<file path="src/rtl/countdown_timer.sv">
// BCD countdown timer HH:MM:SS.cc, decremented once per 0.01 s carry tick.
// Digit outputs match the stopwatch format so the display mux can select either one.
//
// state | meaning
// IDLE  | preset loaded or reset, waiting for start
// RUN   | counting down on carry_i
// PAUSE | count frozen, start resumes
// DONE  | expired, held at zero until the next load
module countdown_timer #(
  parameter bit AUTO_RELOAD = 1'b0
) (
  input  logic        clk,
  input  logic        rst,
  input  logic        carry_i,
  input  logic        load_i,
  input  logic        start_i,
  input  logic        pause_i,
  input  logic [31:0] preset_i,
  output logic [3:0]  CSEG0_o,
  output logic [3:0]  CSEG1_o,
  output logic [3:0]  SEG0_o,
  output logic [3:0]  SEG1_o,
  output logic [3:0]  MIN0_o,
  output logic [3:0]  MIN1_o,
  output logic [3:0]  HOUR0_o,
  output logic [3:0]  HOUR1_o,
  output logic        running_o,
  output logic        done_o
);

  typedef enum logic [1:0] {IDLE, RUN, PAUSE, DONE} state_t;

  state_t      state, state_nxt;
  logic [31:0] cnt, cnt_nxt;
  logic [31:0] preset, preset_nxt;
  logic [31:0] clamped, dec;
  logic        done, done_nxt;
  logic        borrow;

  // Tens-of-seconds and tens-of-minutes digits count 0..5, all others 0..9.
  function automatic logic [3:0] digit_max(input int n);
    return (n == 3 || n == 5) ? 4'd5 : 4'd9;
  endfunction

  always_comb begin
    clamped = '0;
    dec     = '0;
    borrow  = 1'b1;
    for (int n = 0; n < 8; n++) begin
      clamped[4*n +: 4] = (preset_i[4*n +: 4] > digit_max(n)) ? digit_max(n) : preset_i[4*n +: 4];
      if (borrow)
        dec[4*n +: 4] = (cnt[4*n +: 4] == 4'd0) ? digit_max(n) : cnt[4*n +: 4] - 4'd1;
      else
        dec[4*n +: 4] = cnt[4*n +: 4];
      borrow = borrow && (cnt[4*n +: 4] == 4'd0);
    end
  end

  always_comb begin
    state_nxt  = state;
    cnt_nxt    = cnt;
    preset_nxt = preset;
    done_nxt   = 1'b0;
    if (load_i) begin
      preset_nxt = clamped;
      cnt_nxt    = clamped;
      state_nxt  = IDLE;
    end else begin
      case (state)
        IDLE: begin
          if (!pause_i && start_i && cnt != '0) state_nxt = RUN;
        end
        RUN: begin
          if (pause_i) begin
            state_nxt = PAUSE;
          end else if (!start_i && carry_i && cnt != '0) begin
            // Expiry: next value would be zero.
            if (cnt == 32'h0000_0001) begin
              done_nxt = 1'b1;
              if (AUTO_RELOAD && preset != '0) begin
                cnt_nxt = preset;
              end else begin
                cnt_nxt   = '0;
                state_nxt = DONE;
              end
            end else begin
              cnt_nxt = dec;
            end
          end
        end
        PAUSE: begin
          if (!pause_i && start_i) state_nxt = RUN;
        end
        DONE: begin
          cnt_nxt = '0;
        end
        default: state_nxt = IDLE;
      endcase
    end
  end

  always_ff @(posedge clk or posedge rst) begin
    if (rst) begin
      state  <= IDLE;
      cnt    <= '0;
      preset <= '0;
      done   <= 1'b0;
    end else begin
      state  <= state_nxt;
      cnt    <= cnt_nxt;
      preset <= preset_nxt;
      done   <= done_nxt;
    end
  end

  assign CSEG0_o   = cnt[3:0];
  assign CSEG1_o   = cnt[7:4];
  assign SEG0_o    = cnt[11:8];
  assign SEG1_o    = cnt[15:12];
  assign MIN0_o    = cnt[19:16];
  assign MIN1_o    = cnt[23:20];
  assign HOUR0_o   = cnt[27:24];
  assign HOUR1_o   = cnt[31:28];
  assign running_o = (state == RUN);
  assign done_o    = done;

endmodule

</file>
<file path="config.mk">
export PLATFORM = sky130hd
export DESIGN_NAME = countdown_timer
export DESIGN_NICKNAME = d
export VERILOG_FILES = /design/src/rtl/countdown_timer.sv
export SDC_FILE = /design/constraint.sdc
export NUM_CORES = 1
export LEC_CHECK = 0
export ABC_AREA = 1
export CAP_MARGIN = 20
export CORE_AREA = 5 5 82 84
export CTS_CLUSTER_DIAMETER = 80
export CTS_CLUSTER_SIZE = 30
export DETAILED_ROUTE_END_ITERATION = 7
export DIE_AREA = 0 0 87 89
export HOLD_SLACK_MARGIN = 0.15
export PLACE_DENSITY_LB_ADDON = 0.2
export SLEW_MARGIN = 20
export SYNTH_ARGS = -nofsm -noshare
export SYNTH_HDL_FRONTEND = slang
export SYNTH_SLANG_ARGS = --single-unit
</file>
<file path="constraint.sdc">
create_clock -name clk -period 2.13 [get_ports clk]
set_input_delay 0.3195 -clock clk [delete_from_list [all_inputs] [get_ports clk]]
set_output_delay 0.3195 -clock clk [all_outputs]
set_load 0.02 [all_outputs]
</file>
==> results.md, run 1 <==
* Post-synth net total at about 480
* Drt first-iter violations at approximately 140
* #FFs+latches synth at 35
* Number of synthesized flops with an enable pin at 0
* Clock Path Buffers at 2
* Reg power frac at about 25%
* Drt pass-1 iters at 7
* Net Switching at approximately 2400 uW
* Fin util at between 60 and 70%
* Slew Limit Fails at 0
* Worst Hold Slack at roughly 0.44 ns
* Clock Latency Late Sink at 0.29 ns
* First-pass GRT wire length at about 13000 microns
* Clock Skews at around 0.011 ns
* Placer Congestion at approximately 0.91
* Total Routing Usage GR at 20.8%
* Via-to-Cell Ratio at 5.06
* Commonest non-fill, non-tap cell in the layout: nand2_1
* Total inserted antenna cells at 0
* Via count at 2958
* Max-Cap Viols at 0
* H-tree depth at 2
* Synth top area share at 31.1%
* Synth top area cells: dfrtp_1 (31%), nand2_1 (17%), o21ai_0 (6.9%)
* Avg Cell Area, Syn at 6.63 sq um
* Most frequent cells in the layout: nand2_1 (128), clkdlybuf4s50_1 (71), inv_1 (52), o21ai_0 (39), dfrtp_1 (35)
* Area Growth Syn to Fin at 36.4%
* IO Pins at 72
* Crit Path Category: flip-flop to flip-flop
* Total power at approximately 5000 uW
* Yosys warns at 0
* Avg WL per Cell at 13.4 microns
* Sw Share at 47.1%
* TritonCTS clock tree: yes
* Pwr per Cell Area at 1300 nW/um^2
* FMAX at between 0.4 and 0.5 GHz
* Worst-path maximum fanout at 10
* Post-synth top flop: dfrtp_1
* Clock Sinks at 35
* Dpl cells at 577
* CP Data Required Time at roughly 2.3 ns
* Count of final setup violators at 0
* Root buf cell: clkbuf_8
* HP Class: input pin to async pin
* DP Wirelength at ~6000 microns
* Max stage delay cell, worst path: dfrtp_1
* CP most frequent cell: nand2_1
* Clock share of power at 10.8%
* NumNets Final at 559
* Max IR drop VDD at ~0.74 mV
* Slew HR at 68.6%
* CP bufs+invs at 1
* Largest net degree at the start of global routing at 36
* Comb pwr share at approximately 64%
* Chip height at slightly below 90 microns
* Internal at approximately 2700 uW
* DIE AREA at between 7000 and 8000 sq um
* Cell count after synthesis at approximately 430
* Total CTS buffers at 5
* Pleak at roughly 0.0019 uW
* Crit. End Element: flip-flop
* Final worst path period share at between 90% and 100%
* # DRC at 0
* # resized after CTS at 0
* Final worst setup slack at roughly 0.13 ns
* Core ar. at 5850 sq um
* Placement Setup Slack at 0.0612 ns
* Critical Path AT at about 2.2 ns
* Critical path's top delay family: simple AND/OR/NAND/NOR gates
* Critical Path Start Type: flip-flop
* Routed Antenna Nets at 0
* Yosys cell types at 30
* Fraction of registers with async set/reset at 100%
* Clk slew on worst S/H paths at roughly 0.080 ns
* Post-Syn Area at about 2800 sq um
* Worst-margin pin slew at between 0.4 and 0.5 ns
* Routed wire length at about 7800 microns
* Grt ovf at 0
* CP Cell Sequence: inv_1, ha_2, nand2_1, nor2_2, nand2_2, nor2_4, nand2_1, nand2_4, nand2_8, nand2_8, nor2_2, nand2_1, nand2_1
* Fin crit period at about 2 ns
* Top cell type by total area after synthesis: dfrtp_1
* Die X at ~87 microns
* Share of post-route cells with drive strength above 1 at between 10% and 20%
* Initial antenna violation count at 0
* Std-Cell Rows at 28
* Final std cells w/o fill at 585
* Port bufs at between 70 and 80
* Fin. Hold Viols at 0
* CTS Hold Bufs at 0
* Vias in the first global route at between 2000 and 3000
* Max incr delay on CP at about 0.40 ns
* Status: completed
* Initial Util at roughly half
* Register area share after synthesis at ~31%
* Setup bufs post-CTS at 0
==> cells in the mapped netlist (3+ instances only) <==
cell type and count:
o21ai_0 39, o21bai_1 4, dfrtp_1 35, o22ai_1 12, nand3_2 3, nand2_1 130
nand3_1 34, a21oi_1 7, nor3_1 3, nand4_1 4, or2_2 3, nor2_4 3
xnor2_1 8, ha_1 12, inv_1 52, nand2_2 6, nor2_2 9, inv_2 9
nor2_1 35
==> area by class of cell <==
| class | count | area, sq um |
|---|---|---|
| clock buffer | 8 | 100 |
| fill | 517 | 2010 |
| inverter | 62 | 233 |
| multi-input combinational | 323 | 1740 |
| sequential | 35 | 876 |
| tap | 75 | 93.8 |
| timing repair buffer | 82 | 806 |
==> power groups by stage <==
stage | Combinational (uW) | Sequential, uW | Clock (uW)
finish | 3230 | 1240 | 543
global route | 3580 | 1290 | 580
CTS | 3190 | 1240 | 553
detailed placement | 3170 | 1250 | 0
global placement | 3120 | 1240 | 0
floorplan | 1720 | 1540 | 0
==> metal layers <==
| metal | routed length (microns) | GRT usage, % | vias up |
|---|---|---|---|
| met5 | 0 | 0 | - |
| met4 | 136 | 8.22 | 0 |
| met3 | 513 | 3.41 | 17 |
| met2 | 3820 | 37.1 | 85 |
| met1 | 3350 | 25.0 | 1330 |
| li1 | - | - | 1526 |
==> logic make-up (layout without fill, tap and decap cells) <==
group	after synthesis	in the layout	synth area share, %
DFF	35	35	31.1
adders and majority gates	12	12	5.33
xor gates and xnor gates	10	10	3.11
and+or+nand+nor	235	235	38.1
AOI/OAI and AO/OA	66	66	12.9
buffers and inverters	67	152	9.46
==> registers in the layout, indices dropped and copies added (netlist names) <==
signal	cells
cnt	32
state	2
done_o	1
==> path summary, 6_finish.rpt <==
| kind | slack [ns] | end | start | cells past startpoint |
|---|---|---|---|---|
| max | 0.13 | cnt[5] | cnt[24] | 13 |
| min | 0.44 | cnt[1] | rst | 3 |
| max reg2reg | 0.13 | cnt[5] | cnt[24] | 13 |
| min reg2reg | 0.51 | cnt[12] | cnt[12] | 2 |
| max in group asynchronous | 1.36 | cnt[0] | rst | 3 |
| min in group clk | 0.51 | cnt[12] | cnt[12] | 2 |
==> worst min-delay path, cell delays in order <==
cell	delay [ns]
clkdlybuf4s50_1	0.40
inv_1	0.05
buf_4	0.40
==> per-stage QoR <==
step           instance area, sq um  TNS (ns)
2_1_floorplan                  2820         0
3_3_place_gp                   3680         0
3_5_place_dp                   3680         0
4_1_cts                        3780         0
5_1_grt                        3840   -0.0641
6_report                       3840         0
Note: power is estimated with default switching activity, not from simulation.
==> run 2: changes to the inputs <==
ABC_AREA = unset   (was 1)
CORE_AREA = 5 5 79 81   (was 5 5 82 84)
DIE_AREA = 0 0 84 86   (was 0 0 87 89)
==> run 2 against run 1 <==
The flow now finishes with violations (setup timing). Setup slack worse by 0.35 ns. Largest power group unchanged. Design area up 20%. Sequential share of layout area down 3.4 points. Non-clock buffer count up 95.
==> results.md, run 2 <==
* First-pass GRT wire length at between 15000 and 20000 microns
* Fin crit period at approximately 2.4 ns
* Max IR drop VDD at approximately 0.61 mV
* Crit Path Category: flip-flop to flip-flop
* Via count at 3298
* CP most frequent cell: buf_4
* DIE AREA at 7220 sq um
* #FFs+latches synth at 35
* Pleak at just under 0.002 uW
* Clock Path Buffers at 2
* DP Wirelength at 6570 microns
* Routed Antenna Nets at 0
* Chip height at 86 microns
* Critical Path AT at 2.55 ns
* Post-synth net total at between 300 and 400
* Final instance area at ~4600 sq um
* Crit. End Element: flip-flop
* Yosys cell types at between 50 and 60
* Core ar. at 5410 sq um
* CP Cell Sequence: inv_2, ha_4, nor3b_4, nand4_1, buf_4, nor3b_2, buf_4, buf_4, a31o_1, a21oi_1, nor3_1
* Commonest cells in the netlist: dfrtp_1 (35), a21oi_1 (29), o21ai_0 (25)
* IO Pins at approximately 70
* Top-count cell post-synth: dfrtp_1
* Total CTS buffers at 5
* Violated checks: setup timing
* Vias in the first global route at approximately 3200
* Root buf cell: clkbuf_8
* Post-Syn Area at 2590 sq um
* Max stage delay cell, worst path: dfrtp_2
* Cell Area, Placed at 4170 sq um
* Synth top area cells: dfrtp_1 (34%), ha_1 (5.8%), a21oi_1 (5.6%)
* Drt pass-1 iters at 5
* Setup TNS at -4.07 ns
* Total inserted antenna cells at 0
* Unrepaired setup endpoints after global routing: yes
* NumNets Final at approximately 520
* CP bufs+invs at 4
* Worst reg-to-reg path cell count at 11
* Port bufs at 71
* Placer Congestion at roughly 0.9
* Avg WL per Cell at between 20 and 25 microns
* TritonCTS clock tree: yes
* Dpl cells at roughly 520
* Clk slew on worst S/H paths at 0.07 ns
* FF-to-FF End: state[1]
* Slew HR at 62.3%
* H-tree depth at 2
* Synth top area share at approximately 34%
* Routed wire length at ~11000 microns
* Final worst path period share at 110%
* Clock Skews at just under 0.005 ns
* Final worst setup slack at -0.220 ns
* Yosys warns at 0
* Register area share after synthesis at around 34%
* Fraction of registers with async set/reset at 100%
* Crit path depth at 11
* Critical path destination: state[1]
* Count of final setup violators at 34
* Commonest non-fill, non-tap cell in the layout: buf_4
* Biggest register: cnt
* Max-Cap Viols at 0
* HP Class: input pin to async pin
* Largest net degree at the start of global routing at 36
* Grt ovf at 0
* Max incr delay on CP at 0.43 ns
* Cell count after synthesis at between 200 and 300
* Clock Sinks at 35
* Drt first-iter violations at approximately 250
* Top cell type by total area after synthesis: dfrtp_1
* Worst-path maximum fanout at 3
* Most frequent cells in the layout: buf_4 (101), clkdlybuf4s50_1 (71), a21oi_1 (28), o21ai_0 (19), dfrtp_1 (19)
* # DRC at 0
* Final std cells w/o fill at roughly 540
* Placement Setup Slack at -0.292 ns
* Critical path's top delay family: simple AND/OR/NAND/NOR gates
* Initial Util at between 40% and 50%
* Avg Cell Area, Syn at 8.77 sq um
* Status: complete, but fails checks
* Std-Cell Rows at 27
* CP Data Required Time at 2.33 ns
* Reg-to-reg startpoint: cnt[5]
* Slew Limit Fails at 0
* Worst-margin pin slew at 0.564 ns
* Total Routing Usage GR at about a quarter
* Number of synthesized flops with an enable pin at 0
* Die X at approximately 84 microns
* Initial antenna violation count at 0
* Max reg flops at 32
* Via-to-Cell Ratio at just over 6
* Critical Path Start Type: flip-flop
* Pwr per Cell Area at roughly 760 nW/um^2
* Worst Hold Slack at roughly 0.46 ns
* Fin. Hold Viols at 0
* Share of post-route cells with drive strength above 1 at 43.9%
* Reg2reg setup slack at -0.22 ns
* Post-synth top flop: dfrtp_1
* CTS Hold Bufs at 0
* Clock Latency Late Sink at slightly below 0.3 ns
* Area Growth Syn to Fin at 78.5%
* Critical Path Source: cnt[5]
* FMAX at 0.425 GHz
-- run 2: cell count changes after synthesis, sizes merged, moves of 19 or more --
cell,delta
inv,-41
nand3,-37
nor2,-27
o31ai,+19
a21oi,+23
nand2,-127
-- run 2: worst reg2reg max path, delay by kind of cell (launching register included) --
kind / cells / cell delay, ns
AOI/OAI and AO/OA: 2 / 0.21
buffers and inverters: 4 / 0.56
DFF: 1 / 0.43
adders and majority gates: 1 / 0.14
and+or+nand+nor: 4 / 0.90
-- run 2: per-stage QoR --
| stage | util, % | total power [uW] |
|---|---|---|
| after floorplan | - | 1830 |
| after global placement | 77.2 | 2710 |
| after detailed placement | 77.2 | 2760 |
| after CTS | 81.7 | 3340 |
| after global routing | 85.5 | 3690 |
| final | 85.5 | 3520 |
-- run 2: kinds of logic after synthesis --
| logic type | share of synthesized area (%) |
|---|---|
| compound gates | 30.6 |
| simple gates | 22.1 |
| flops | 33.8 |
| buf+inv | 4.50 |
| fa+ha+maj | 5.80 |
| mux | 3.14 |
-- run 2: layout make-up --
class | count | area (sq um)
Fill cell | 305 | 786
Multi-Input combinational cell | 232 | 1950
Tap cell | 72 | 90.1
Sequential cell | 35 | 896
Inverter | 20 | 75.1
Clock buffer | 6 | 82.6
Timing Repair Buffer | 177 | 1530
Clock inverter | 1 | 5.00
-- run 2: how the worst min path moves through the flow --
| stage | to | startpoint | slack, ns | depth (start not counted) |
|---|---|---|---|---|
| after floorplan | cnt[10] | rst | 0.47 | 1 |
| after global placement | cnt[21] | cnt[21] | 0.54 | 2 |
| after detailed placement | cnt[21] | cnt[21] | 0.55 | 2 |
| after CTS | cnt[7] | rst | 0.47 | 3 |
| after global routing | cnt[4] | rst | 0.52 | 3 |
| final | cnt[17] | rst | 0.46 | 3 |
-- run 2: what timing repair did --
action / CTS / global route
endpoints found under the setup margin: 34 / 34
resized for setup: 18 / 36
setup buffers: 9 / 8
pin swaps: 3 / 20
-- run 2: per-layer routing --
| layer | routed length, microns | track usage (%) | vias up |
|---|---|---|---|
| met4 | 506 | 9.94 | 0 |
| met5 | 0 | 0 | - |
| met2 | 5360 | 45.2 | 205 |
| met1 | 4230 | 31.2 | 1567 |
| met3 | 838 | 4.32 | 55 |
| li1 | - | - | 1471 |
-- run 2: power breakdown --
group	switching, uW	internal [uW]	total (uW)	leakage [uW]
Combinational	1010	1060	2070	0.00147
Clock	248	254	502	0.0000470
Sequential	139	812	951	0.000413
==> run 3: changes to the inputs <==
CORE_AREA = 5 5 78 80   (was 5 5 79 81)
CTS_BUF_LIST = sky130_fd_sc_hd__clkbuf_8   (was unset)
DIE_AREA = 0 0 83 85   (was 0 0 84 86)
==> run 3 against run 2 <==
The flow still finishes with violations (setup timing). Total power decreased by 1.9%. Wire length increased by 1.9%. Sequential share of layout area increased by 0.31 points. Setup slack improved by 0.052 ns. Critical path type unchanged. Largest cell class unchanged. Largest power group unchanged.
==> results.md, run 3 (same netlist as run 2, synthesis figures left out) <==
* FF-to-FF End: cnt[13]
* Avg WL per Cell at approximately 21 microns
* Worst Hold Slack at 0.476 ns
* Initial Util at 48.5%
* Unrepaired setup endpoints after global routing: yes
* Port bufs at slightly above 70
* Max reg flops at 32
* Final worst path period share at 108%
* Vias in the first global route at about 3200
* Fillers at 305
* DIE AREA at 7060 sq um
* Fin crit period at roughly 2.3 ns
* Drt first-iter violations at ~220
* Reg2reg setup slack at -0.17 ns
* Violated checks: setup timing
* Clock Sinks at 35
* Crit Path Category: flip-flop to flip-flop
* CP Data Required Time at between 2 and 2.5 ns
* Setup TNS at -1.85 ns
* Pwr per Cell Area at between 700 and 800 nW/um^2
* Area Growth Syn to Fin at 75.7%
* Critical Path AT at 2.47 ns
* Commonest non-fill, non-tap cell in the layout: buf_4
* Worst-path maximum fanout at 8
* Die X at between 80 and 90 microns
* Status: complete, but fails checks
* DP Wirelength at around 6500 microns
* Crit. End Element: flip-flop
* Via count at approximately 3300
* Most frequent cells in the layout: buf_4 (86), clkdlybuf4s50_1 (71), a21oi_1 (27), o21ai_0 (20), dfrtp_1 (19)
* Biggest register: cnt
* Total Routing Usage GR at between 20% and 30%
* IO Pins at slightly above 70
* Slew Limit Fails at 0
* Clk slew on worst S/H paths at around 0.08 ns
* Routed Antenna Nets at 0
* Count of final setup violators at 25
* Reg-to-reg startpoint: cnt[24]
* Drt pass-1 iters at 5
* Placer Congestion at 0.886
* Max-Cap Viols at 0
* Initial antenna violation count at 0
* Clock Path Buffers at 2
* Total CTS buffers at 5
* Pleak at 0.00190 uW
* Chip height at 85 microns
* Root buf cell: clkbuf_8
* Share of post-route cells with drive strength above 1 at around two fifths
* Routed wire length at roughly 11000 microns
* Total power at 3460 uW
* TritonCTS clock tree: yes
* Final worst setup slack at -0.168 ns
* Worst reg-to-reg path cell count at 8
* FMAX at about 0.44 GHz
* HP Class: input pin to async pin
* Clock Latency Late Sink at roughly 0.30 ns
* Core ar. at 5340 sq um
* Slew HR at around 59%
* Fin. Hold Viols at 0
* First-pass GRT wire length at approximately 16000 microns
* Via-to-Cell Ratio at 6.16
* Dpl cells at approximately 510
* Total inserted antenna cells at 0
* Max IR drop VDD at 0.563 mV
* Largest net degree at the start of global routing at 36
* Final std cells w/o fill at roughly 530
* CTS Hold Bufs at 0
* NumNets Final at between 500 and 600
* H-tree depth at 2
* Worst-margin pin slew at 0.617 ns
* Std-Cell Rows at 27
* # DRC at 0
* Clock Skews at about 0.009 ns
* Grt ovf at 0
* Critical Path Start Type: flip-flop
-- run 3: cell count changes in the layout (fill, tap and decap cells not counted), sizes merged --
cell	change
clkbuf	-1
inv	+3
buf	-10
clkinv	-1
-- run 3: cell type report --
| type | count | area, sq um | area share, % |
|---|---|---|---|
| Sequential cell | 35 | 896 | 19.7 |
| Clock inverter | 3 | 11.3 | 0.248 |
| Timing Repair Buffer | 167 | 1470 | 32.3 |
| Multi-Input combinational cell | 232 | 1940 | 42.6 |
| Tap cell | 72 | 90.1 | 1.98 |
| Inverter | 20 | 75.1 | 1.65 |
| Clock buffer | 5 | 68.8 | 1.51 |
-- run 3: how the worst max path moves through the flow --
stage | to | slack, ns | startpoint | depth (start not counted)
2_1_floorplan | cnt[16] | -0.14 | cnt[16] | 9
6_report | cnt[13] | -0.17 | cnt[24] | 8
3_3_place_gp | cnt[7] | -0.22 | carry_i | 7
4_1_cts | cnt[15] | -0.06 | cnt[28] | 7
3_5_place_dp | cnt[11] | -0.29 | carry_i | 6
5_1_grt | cnt[24] | -0.21 | cnt[5] | 10
-- run 3: where the power goes --
| part | switching, uW | internal [uW] |
|---|---|---|
| sequential | 142 | 812 |
| combinational | 986 | 1040 |
| clock | 260 | 218 |
| total | 1390 | 2070 |
-- run 3: routing by layer --
layer | up-vias | wire length, microns | track usage [%]
met3 | 52 | 844 | 5.15
met4 | 0 | 476 | 10.8
li1 | 1448 | - | -
met1 | 1582 | 4270 | 33.4
met5 | - | 0 | 0
met2 | 209 | 5570 | 47.1
-- run 3: worst max-delay path: stages, from the launching register on --
cell     delay (ns)
dfrtp_2        0.43
inv_2          0.10
ha_4           0.14
nor3b_4        0.26
nand2_2        0.11
or4_4          0.61
o311a_1        0.26
o21ai_1        0.15
o21ai_1        0.10
-- run 3: what timing repair did --
action / CTS / global route
pin swaps: 7 / 10
resized for setup: 23 / 33
endpoints found under the setup margin: 30 / 34
cloned: 0 / 1
setup buffers: 8 / 5
-- run 3: stage by stage --
stage	setup slack (ns)	instance area, sq um	utilization, %
after floorplan	-0.141	2750	-
after global placement	-0.218	4130	77.4
after detailed placement	-0.292	4130	77.4
after CTS	-0.0632	4390	82.2
after global routing	-0.210	4550	85.2
final	-0.168	4550	85.2
